**config.mk**
```make
export PLATFORM = sky130hd
export DESIGN_NAME = tone_envelope_pwm
export DESIGN_NICKNAME = d
export VERILOG_FILES = /design/src/rtl/audio_pkg.sv /design/src/rtl/pwm_dac.sv /design/src/rtl/tone_envelope_pwm.sv
export SDC_FILE = /design/constraint.sdc
export NUM_CORES = 1
export LEC_CHECK = 0
export CAP_MARGIN = 30
export CORE_MARGIN = 2
export CORE_UTILIZATION = 35
export DETAILED_ROUTE_END_ITERATION = 7
export PLACE_DENSITY = 0.58
export SETUP_SLACK_MARGIN = 0.4
export SLEW_MARGIN = 20
export SYNTH_ARGS = -nofsm -noshare
export SYNTH_HDL_FRONTEND = slang
export SYNTH_SLANG_ARGS = --single-unit
export TNS_END_PERCENT = 5
```
**constraint.sdc**
```tcl
create_clock -name clk -period 11.1 [get_ports clk]
set_clock_uncertainty 0.15 [all_clocks]
set_input_delay 1.11 -clock clk [delete_from_list [all_inputs] [get_ports clk]]
set_output_delay 1.11 -clock clk [all_outputs]
set_load 0.1 [all_outputs]
```
**src/rtl/audio_pkg.sv**
```systemverilog
// audio_pkg: envelope state encoding and width helpers shared by the tone output stage.
package audio_pkg;

    typedef enum logic [1:0] {IDLE, ATTACK, SUSTAIN, RELEASE} env_state_e;

    localparam int VOL_BITS = 4;

    function automatic int env_max(input int pwm_bits);
        return (1 << pwm_bits) - 1;
    endfunction

endpackage

```
**src/rtl/pwm_dac.sv**
```systemverilog
// pwm_dac: free-running PWM with duty latched at period start and a registered compare.
module pwm_dac #(
    parameter int PWM_BITS = 8
) (
    input  logic                clk,
    input  logic                rst,
    input  logic [PWM_BITS-1:0] duty_in,
    output logic                pwm_out
);

    logic [PWM_BITS-1:0] cnt_q;
    logic [PWM_BITS-1:0] duty_q;
    logic                pwm_q;

    // Duty only changes at the wrap so each period is a clean single pulse.
    always_ff @(posedge clk) begin
        if (rst) begin
            cnt_q  <= '0;
            duty_q <= '0;
            pwm_q  <= 1'b0;
        end else begin
            cnt_q  <= cnt_q + 1'b1;
            duty_q <= (cnt_q == '0) ? duty_in : duty_q;
            pwm_q  <= cnt_q < duty_q;
        end
    end

    assign pwm_out = pwm_q;

endmodule

```
**src/rtl/tone_envelope_pwm.sv**
```systemverilog
// tone_envelope_pwm: ADSR-style envelope on the tone square wave, volume scaling and PWM amp drive.
module tone_envelope_pwm
    import audio_pkg::*;
#(
    parameter int PWM_BITS            = 8,
    parameter int ATTACK_STEP_CYCLES  = 4096,
    parameter int RELEASE_STEP_CYCLES = 8192
) (
    input  logic                clk,
    input  logic                rst,
    input  logic                music_enable,
    input  logic                tone_in,
    input  logic                note_active,
    input  logic [3:0]          volume,
    output logic                aud_pwm,
    output logic                aud_sd,
    output logic [PWM_BITS-1:0] env_level,
    output logic                busy
);

    localparam logic [PWM_BITS-1:0] ENV_MAX = PWM_BITS'(env_max(PWM_BITS));
    localparam int STEP_MAX = (ATTACK_STEP_CYCLES > RELEASE_STEP_CYCLES) ?
                              ATTACK_STEP_CYCLES : RELEASE_STEP_CYCLES;
    localparam int TW = $clog2(STEP_MAX + 1);
    localparam logic [TW-1:0] A_LAST = TW'(ATTACK_STEP_CYCLES - 1);
    localparam logic [TW-1:0] R_LAST = TW'(RELEASE_STEP_CYCLES - 1);

    env_state_e                   state_q, state_d;
    logic [PWM_BITS-1:0]          env_q, env_d;
    logic [TW-1:0]                tmr_q, tmr_d;
    logic                         note_q;
    logic                         busy_q;
    logic                         rise;
    logic [PWM_BITS+VOL_BITS-1:0] prod;
    logic [PWM_BITS-1:0]          amp;
    logic [PWM_BITS-1:0]          duty_next;

    assign rise = note_active & ~note_q;

    always_comb begin
        state_d = state_q;
        env_d   = env_q;
        tmr_d   = tmr_q + 1'b1;
        case (state_q)
            IDLE: begin
                env_d = '0;
                tmr_d = '0;
                if (rise) state_d = ATTACK;
            end
            ATTACK: begin
                if (!note_active) begin
                    state_d = RELEASE;
                end else if (env_q == ENV_MAX) begin
                    state_d = SUSTAIN;
                end else if (tmr_q == A_LAST) begin
                    env_d = env_q + 1'b1;
                    tmr_d = '0;
                    if (env_d == ENV_MAX) state_d = SUSTAIN;
                end
            end
            SUSTAIN: begin
                env_d = ENV_MAX;
                tmr_d = '0;
                if (!note_active) state_d = RELEASE;
            end
            default: begin
                if (rise) begin
                    state_d = ATTACK;
                end else if (env_q == '0) begin
                    state_d = IDLE;
                end else if (tmr_q == R_LAST) begin
                    env_d = env_q - 1'b1;
                    tmr_d = '0;
                    if (env_d == '0) state_d = IDLE;
                end
            end
        endcase
        // Disabling music cuts straight to silence with no release ramp.
        if (!music_enable) begin
            state_d = IDLE;
            env_d   = '0;
        end
        if (state_d != state_q) tmr_d = '0;
    end

    always_ff @(posedge clk) begin
        if (rst) begin
            state_q <= IDLE;
            env_q   <= '0;
            tmr_q   <= '0;
            note_q  <= 1'b0;
            busy_q  <= 1'b0;
        end else begin
            state_q <= state_d;
            env_q   <= env_d;
            tmr_q   <= tmr_d;
            note_q  <= note_active;
            busy_q  <= state_q != IDLE;
        end
    end

    assign prod      = env_q * volume;
    assign amp       = PWM_BITS'(prod >> VOL_BITS);
    assign duty_next = tone_in ? amp : '0;

    pwm_dac #(.PWM_BITS(PWM_BITS)) u_pwm (
        .clk     (clk),
        .rst     (rst),
        .duty_in (duty_next),
        .pwm_out (aud_pwm)
    );

    assign aud_sd    = busy_q;
    assign busy      = busy_q;
    assign env_level = env_q;

endmodule

```
==> out/metrics.yaml, run 1 <==
timing:
  fin_setup_tns_ns: 0
  rsz0062_at_grt: "false"
  fin_ws_ns: 6.183
  max_slew_margin_pct: 35.35
  slew_violations: 0
  setup_viol: 0
  period_share_pct: 44.29
  tightest_slew_ns: 0.9667
  hold_viol_final: 0
  clock.fmax_mhz: 203.4
  post-route-min-period_ns: 4.917
global_routing:
  antenna_found_initial: 0
  grt_use_total_pct: 16.05
  grt_first_pass_wirelength_mm: 13.93
  grt_max_degree: 25
  first_global_vias: 3058
  grt.overflow.total: 0
worst_setup_path:
  r2r_slack_ns: 6.92
  rr_worst_depth: 12
  r2r-start: "env_level[2]"
  crit_required_ns: 11.11
  criticalPathCategory: "primary input to register"
  startpoint: "volume[3]"
  endpoint_kind: "register"
  path_max_fanout: 8
  start_kind: "primary input"
  r2r_end: "u_pwm.duty_q[6]"
  cp.arrival_ns: 4.92
power_and_ir_drop:
  ir_worst_vdd_mv: 0.06714
  p_per_area_nw_per_um2: 89.25
  p_leak_nw: 1.506
cts:
  root_buffer: "clkbuf_8"
  cts_resized: 0
  clk-insertion-delay-late_ns: 0.30
  clk_pin_slew_ns: 0.08
  cts_made_buffers: 5
  cts_buffer_depth: 2
  cts-hold-fix-buffers: 0
  htreeDepth: 2
  cts_setup_buffers: 0
  cts.sink_count: 43
  cts_tree: "built"
placement:
  port_buffers: 19
  gp_congestion: 0.8794
  dp_hpwl_mm: 5.706
  pre_cts_ws_ns: 5.869
worst_hold_path:
  whs_path_depth: 1
  min_to: "tmr_q[0]"
  worstHoldStart: "tmr_q[0]"
  min_path_type: "register to register"
detailed_routing:
  totalWireLength_mm: 7.722
  drt_iter0_drc: 107
  postRouteAntennaNets: 0
  vias_per_cell: 5.286
  drt-wirelength-per-cell_um: 13.55
  first_pass_iters: 5
  dr_total_vias: 3013
  drcViolationCount: 0
layout:
  fin_nets: 485
  synthToLayoutAreaGrowth_pct: 11.76
  layout-drive-gt1-share_pct: 6.178
  diodes: 0
synthesis:
  synthTopCellsByArea: "dfxtp_1 (25%), ha_1 (10%), fa_1 (6.4%), and2_1 (4.3%), inv_1 (4.2%)"
  postSynthAreaPerCell_um2: 8.061
  yosysTopAreaCellShare_pct: 24.89
  yosys.area.top_type: "dfxtp_1"
  synth_commonest_cells: "dfxtp_1 (43), inv_1 (39), nor2_1 (38), nand2_1 (33), ha_1 (29)"
  ys_warn_count: 0
  synth_area_um2: 3458
  ys.flop_type: "dfxtp_1"
  ys_ff_latch: 43
  async_flop_share_pct: 0
  synth_edf_count: 0
  seq_area_frac_synth_pct: 24.89
  postSynthCellCount: 429
  ys_types: 67
  synth.most_common_cell: "dfxtp_1"
  synth_nets: 478
floorplan:
  die_h_um: 103.4
  rows: 36
  io_pins: 20
  dieArea_um2: 10690
  coreArea_um2: 9684
  die_x_um: 103.4
  start_util_pct: 35.71
job:
  maxCapViolCount: 0
run_status:
  status: "complete, no violations"
## state kept, by name (all words and copies together) (netlist names)
| name | flops |
|---|---|
| tmr_q | 14 |
| env_level | 8 |
| u_pwm.cnt_q | 8 |
| u_pwm.duty_q | 8 |
| state_q | 2 |
| aud_sd | 1 |
| note_q | 1 |
| u_pwm.pwm_out | 1 |
## layout by cell type (no fill, tap or decap), types with 3 or more instances in the layout
cell and n:
nor2_1 38, and4_1 3, clkbuf_8 5, nand2b_1 7, o21ai_0 10, a211oi_1 8, nor3b_1 4, o211ai_1 3
dfxtp_1 43, a21oi_1 19, a31oi_1 5, o311ai_0 4, nand3_1 15, o21a_1 3, nor2_2 7, nand2_1 33
fa_1 11, and3_1 7, xnor2_1 13, xor2_1 12, nor2b_1 8, nor3_1 5, or3_1 3, inv_1 39
nand4_1 3, nor4_1 6, and2_1 24, clkdlybuf4s50_1 19, ha_1 29
## report_power, final
group          internal, W  switching (W)  total (W)
Clock            0.0000900      0.0000552   0.000145
Combinational    0.0000144      0.0000249  0.0000394
Sequential        0.000156     0.00000389   0.000160
## critical path, stage by stage
cell and delay, ns:
clkdlybuf4s50_1 0.52, and2_1 0.23, fa_1 0.53, inv_1 0.06, fa_1 0.53, inv_1 0.04
ha_1 0.33, and4_1 0.20, a221o_1 0.36, o41a_1 0.34, a211oi_1 0.38, or4_1 0.17
o311ai_0 0.11
## per-stage QoR
| step | util, % | hold WS [ns] | instances | total power, W | instance area, µm² |
|---|---|---|---|---|---|
| after CTS | 39.91 | 0.3073 | 570 | 0.0003490 | 3865 |
| after global placement | 38.54 | 0.2814 | 562 | 0.0002028 | 3732 |
| after global routing | 39.91 | 0.3249 | 570 | 0.0003602 | 3865 |
| final | 39.91 | 0.3024 | 570 | 0.0003449 | 3865 |
| after floorplan | - | 0.2675 | 429 | 0.0001907 | 3458 |
| after detailed placement | 38.54 | 0.2912 | 562 | 0.0002032 | 3732 |
## how the worst max path moves through the flow
stage	endpoint	cells after the start
after global placement	u_pwm.duty_q[6]	13
after global routing	u_pwm.duty_q[6]	13
after CTS	u_pwm.duty_q[6]	13
after detailed placement	u_pwm.duty_q[6]	13
after floorplan	u_pwm.duty_q[6]	14
final	u_pwm.duty_q[6]	13
## cell type report
type / instances / area, µm²
clock buffer: 6 / 72.57
clock inverter: 2 / 60.06
fill: 1000 / 5819
inverter: 40 / 150.1
multi-input combinational: 326 / 2357
sequential: 43 / 860.8
tap: 133 / 166.4
timing repair buffer: 20 / 197.7
## logic make-up after synthesis
group / Yosys count / synth area share (%)
buffers and inverters: 60 / 6.946
AO/OA/AOI/OAI: 82 / 16.61
flip-flops: 43 / 24.89
adder cells (fa/ha/maj): 40 / 16.86
AND/OR/NAND/NOR: 179 / 28.36
XOR/XNOR: 25 / 6.331
## metal layers
layer	GRT usage, %	wire length [µm]	vias up
li1	-	-	1502
met3	2.218	272	14
met4	5.162	148	0
met2	27.00	3561	70
met1	21.25	3739	1427
met5	0	0	-
No activity file was read; power rests on OpenSTA's default activity.
==> run 2: changes to the inputs <==
Settings changed: PLACE_DENSITY 0.58 to 0.59.
Clock period 11.1 ns to 4.5 ns, I/O delays scaled along.
==> run 2 against run 1 <==
  * Sequential share of layout area increased by 0.085 points
  * Routed wire length increased by 6.0%
  * Global-route usage increased by 0.38 points
  * Final cell count increased by 0.70%
  * Clock-buffer cell count unchanged
  * Combinational power increased to 2.6 times the previous value
  * Sequential cell count unchanged
  * Via count increased by 1.8%
  * Hold slack improved by 0.0024 ns
  * Worst setup slack got worse by 5.7 ns
  * Critical path depth increased by 1
  * Critical endpoint is now u_pwm.duty_q[7]
==> out/metrics.yaml, run 2 (synthesized netlist as in run 1, its figures left out) <==
timing:
  fin_ws_ns: 0.5288  # -5.655 ns
  tightest_slew_ns: 0.9641  # -0.002637 ns
  period_share_pct: 88.25
  fin_setup_tns_ns: 0  # unchanged
  clock.fmax_mhz: 251.8
  max_slew_margin_pct: 35.52  # +0.18 points
  setup_viol: 0  # unchanged
  hold_viol_final: 0  # unchanged
  slew_violations: 0  # unchanged
  post-route-min-period_ns: 3.971
  rsz0062_at_grt: "true"
worst_setup_path:
  start_kind: "primary input"
  r2r_end: "u_pwm.duty_q[7]"
  cp.depth: 14  # +1
  crit_family: "adder cells"
  r2r-start: "env_level[1]"
  r2r_slack_ns: 0.70  # -6.22 ns
  crit_required_ns: 4.54  # -6.57 ns
  crit_path_top_delay_cell: "fa_1"
  cp.arrival_ns: 4.01  # -0.91 ns
  crit_end: "u_pwm.duty_q[7]"
  crit_chain: "clkdlybuf4s50_1, and2_1, fa_1, inv_1, fa_1, inv_1, ha_1, and4_1, a221o_1, o41a_1, a211oi_2, buf_4, or4b_2, nand3_1"
  startpoint: "volume[3]"
  cp_num_buf_inv: 4  # +1
  max_stage_delay_ns: 0.54  # about the same
  rr_worst_depth: 13  # +1
  criticalPathCategory: "primary input to register"
  endpoint_kind: "register"
  path_max_fanout: 4  # -4
detailed_routing:
  first_pass_iters: 4  # -1
  vias_per_cell: 5.343  # +1.1%
  wl_met2_mm: 3.655  # +2.6%
  totalWireLength_mm: 8.187  # +6.0%
  drt_iter0_drc: 163  # +52%
  wl_met3_um: 318  # +17%
  drcViolationCount: 0  # unchanged
  dr_total_vias: 3067  # +1.8%
  postRouteAntennaNets: 0  # unchanged
  top_layer: "met4"
  met1_length_mm: 4.032  # +7.8%
  drt-wirelength-per-cell_um: 14.26  # +5.3%
floorplan:
  start_util_pct: 35.71  # unchanged
  rows: 36  # unchanged
  io_pins: 20  # unchanged
  dieArea_um2: 10690  # unchanged
  die_h_um: 103.4  # unchanged
  die_x_um: 103.4  # unchanged
  coreArea_um2: 9684  # unchanged
placement:
  pre_cts_ws_ns: 0.06215  # -5.807 ns
  port_buffers: 19  # unchanged
  dp_hpwl_mm: 6.008  # +5.3%
  gp_congestion: 0.8704  # -1.0%
  place_area_um2: 3772  # +1.1%
layout:
  filler_cell_count: 992  # -0.80%
  layout-drive-gt1-share_pct: 9.070  # +2.9 points
  synthToLayoutAreaGrowth_pct: 12.63
  mostFrequentLayoutCells: "inv_1 (39), nor2_1 (38), dfxtp_1 (37)"
  seq_area_um2: 870.8  # +1.2%
  largest_register_ff_count: 14  # unchanged
  layout_commonest_cell: "inv_1"
  fin_nets: 489  # +0.82%
  stdcell_area_um2: 3895  # +0.78%
  diodes: 0  # unchanged
  top_register: "tmr_q"
  multi_input_area_um2: 2367  # +0.42%
global_routing:
  antenna_found_initial: 0  # unchanged
  grt_use_total_pct: 16.43  # +0.38 points
  first_global_vias: 2981  # -2.5%
  grt_first_pass_wirelength_mm: 13.94  # about the same
  grt.overflow.total: 0  # unchanged
  grt_max_degree: 24  # -4.0%
worst_hold_path:
  min_path_type: "register to register"
  whs_path_depth: 1  # unchanged
cts:
  cts_buffer_depth: 2  # unchanged
  cts_tree: "built"
  htreeDepth: 2  # unchanged
  cts-hold-fix-buffers: 0  # unchanged
  clk_pin_slew_ns: 0.09  # about the same
  cts_setup_buffers: 0  # unchanged
  clk-insertion-delay-late_ns: 0.30  # about the same
  cts.sink_count: 43  # unchanged
  root_buffer: "clkbuf_8"
  cts_made_buffers: 5  # unchanged
power_and_ir_drop:
  ir_worst_vdd_mv: 0.1165  # +74%
  p_per_area_nw_per_um2: 200.9  # +130%
  p_leak_nw: 1.539  # +2.2%
job:
  maxCapViolCount: 0  # unchanged
run_status:
  status: "complete, no violations"
-- run 2: changes by cell type in the layout (fill, tap and decap cells not counted), moves of 2 or more --
| cell | change |
|---|---|
| buf_4 | +4 |
| bufinv_16 | -2 |
| clkdlybuf4s50_1 | -2 |
| dfxtp_1 | -6 |
| dfxtp_2 | +5 |
| dlymetal6s2s_1 | +2 |
-- run 2: timing repair --
action                     in CTS  in global routing
pin swaps                       0                  1
setup endpoints to repair       2                  3
gates resized for setup         1                  4
-- run 2: worst min-delay path by stage --
| stage | from | endpoint |
|---|---|---|
| 3_5_place_dp | tmr_q[0] | tmr_q[0] |
| 4_1_cts | tmr_q[0] | tmr_q[0] |
| 2_1_floorplan | tmr_q[0] | tmr_q[0] |
| 5_1_grt | tmr_q[0] | tmr_q[0] |
| 3_3_place_gp | tmr_q[0] | tmr_q[0] |
| 6_report | tmr_q[0] | tmr_q[0] |
-- run 2: through the flow --
stage,hold WS (ns),utilization (%),std cells,total power (W)
finish,0.3048,40.22,574,0.0007827
global route,0.3329,40.22,574,0.0008175
CTS,0.3106,40.06,574,0.0007878
detailed placement,0.2961,38.95,566,0.0005024
global placement,0.2812,38.95,566,0.0005017
floorplan,0.2675,-,429,0.0004700
-- run 2: layout make-up --
| cell class | count | area share (%) |
|---|---|---|
| tap | 133 | 4.272 |
| clock inverter | 2 | 0.3534 |
| inverter | 40 | 3.855 |
| timing repair buffer | 24 | 5.975 |
| sequential | 43 | 22.36 |
| clock buffer | 6 | 2.409 |
| multi-input combinational | 326 | 60.78 |
-- run 2: power breakdown --
group          switching, W  internal, W  total, W
clock network      0.000145     0.000143  0.000288
registers        0.00000783     0.000385  0.000393
logic             0.0000647    0.0000365  0.000101
total              0.000217     0.000565  0.000783
-- run 2: per-layer routing --
layer / vias to the layer above / global-route usage, %
met5: - / 0
met4: 0 / 5.972
met3: 20 / 2.890
met2: 78 / 25.91
met1: 1456 / 22.55
li1: 1513 / -
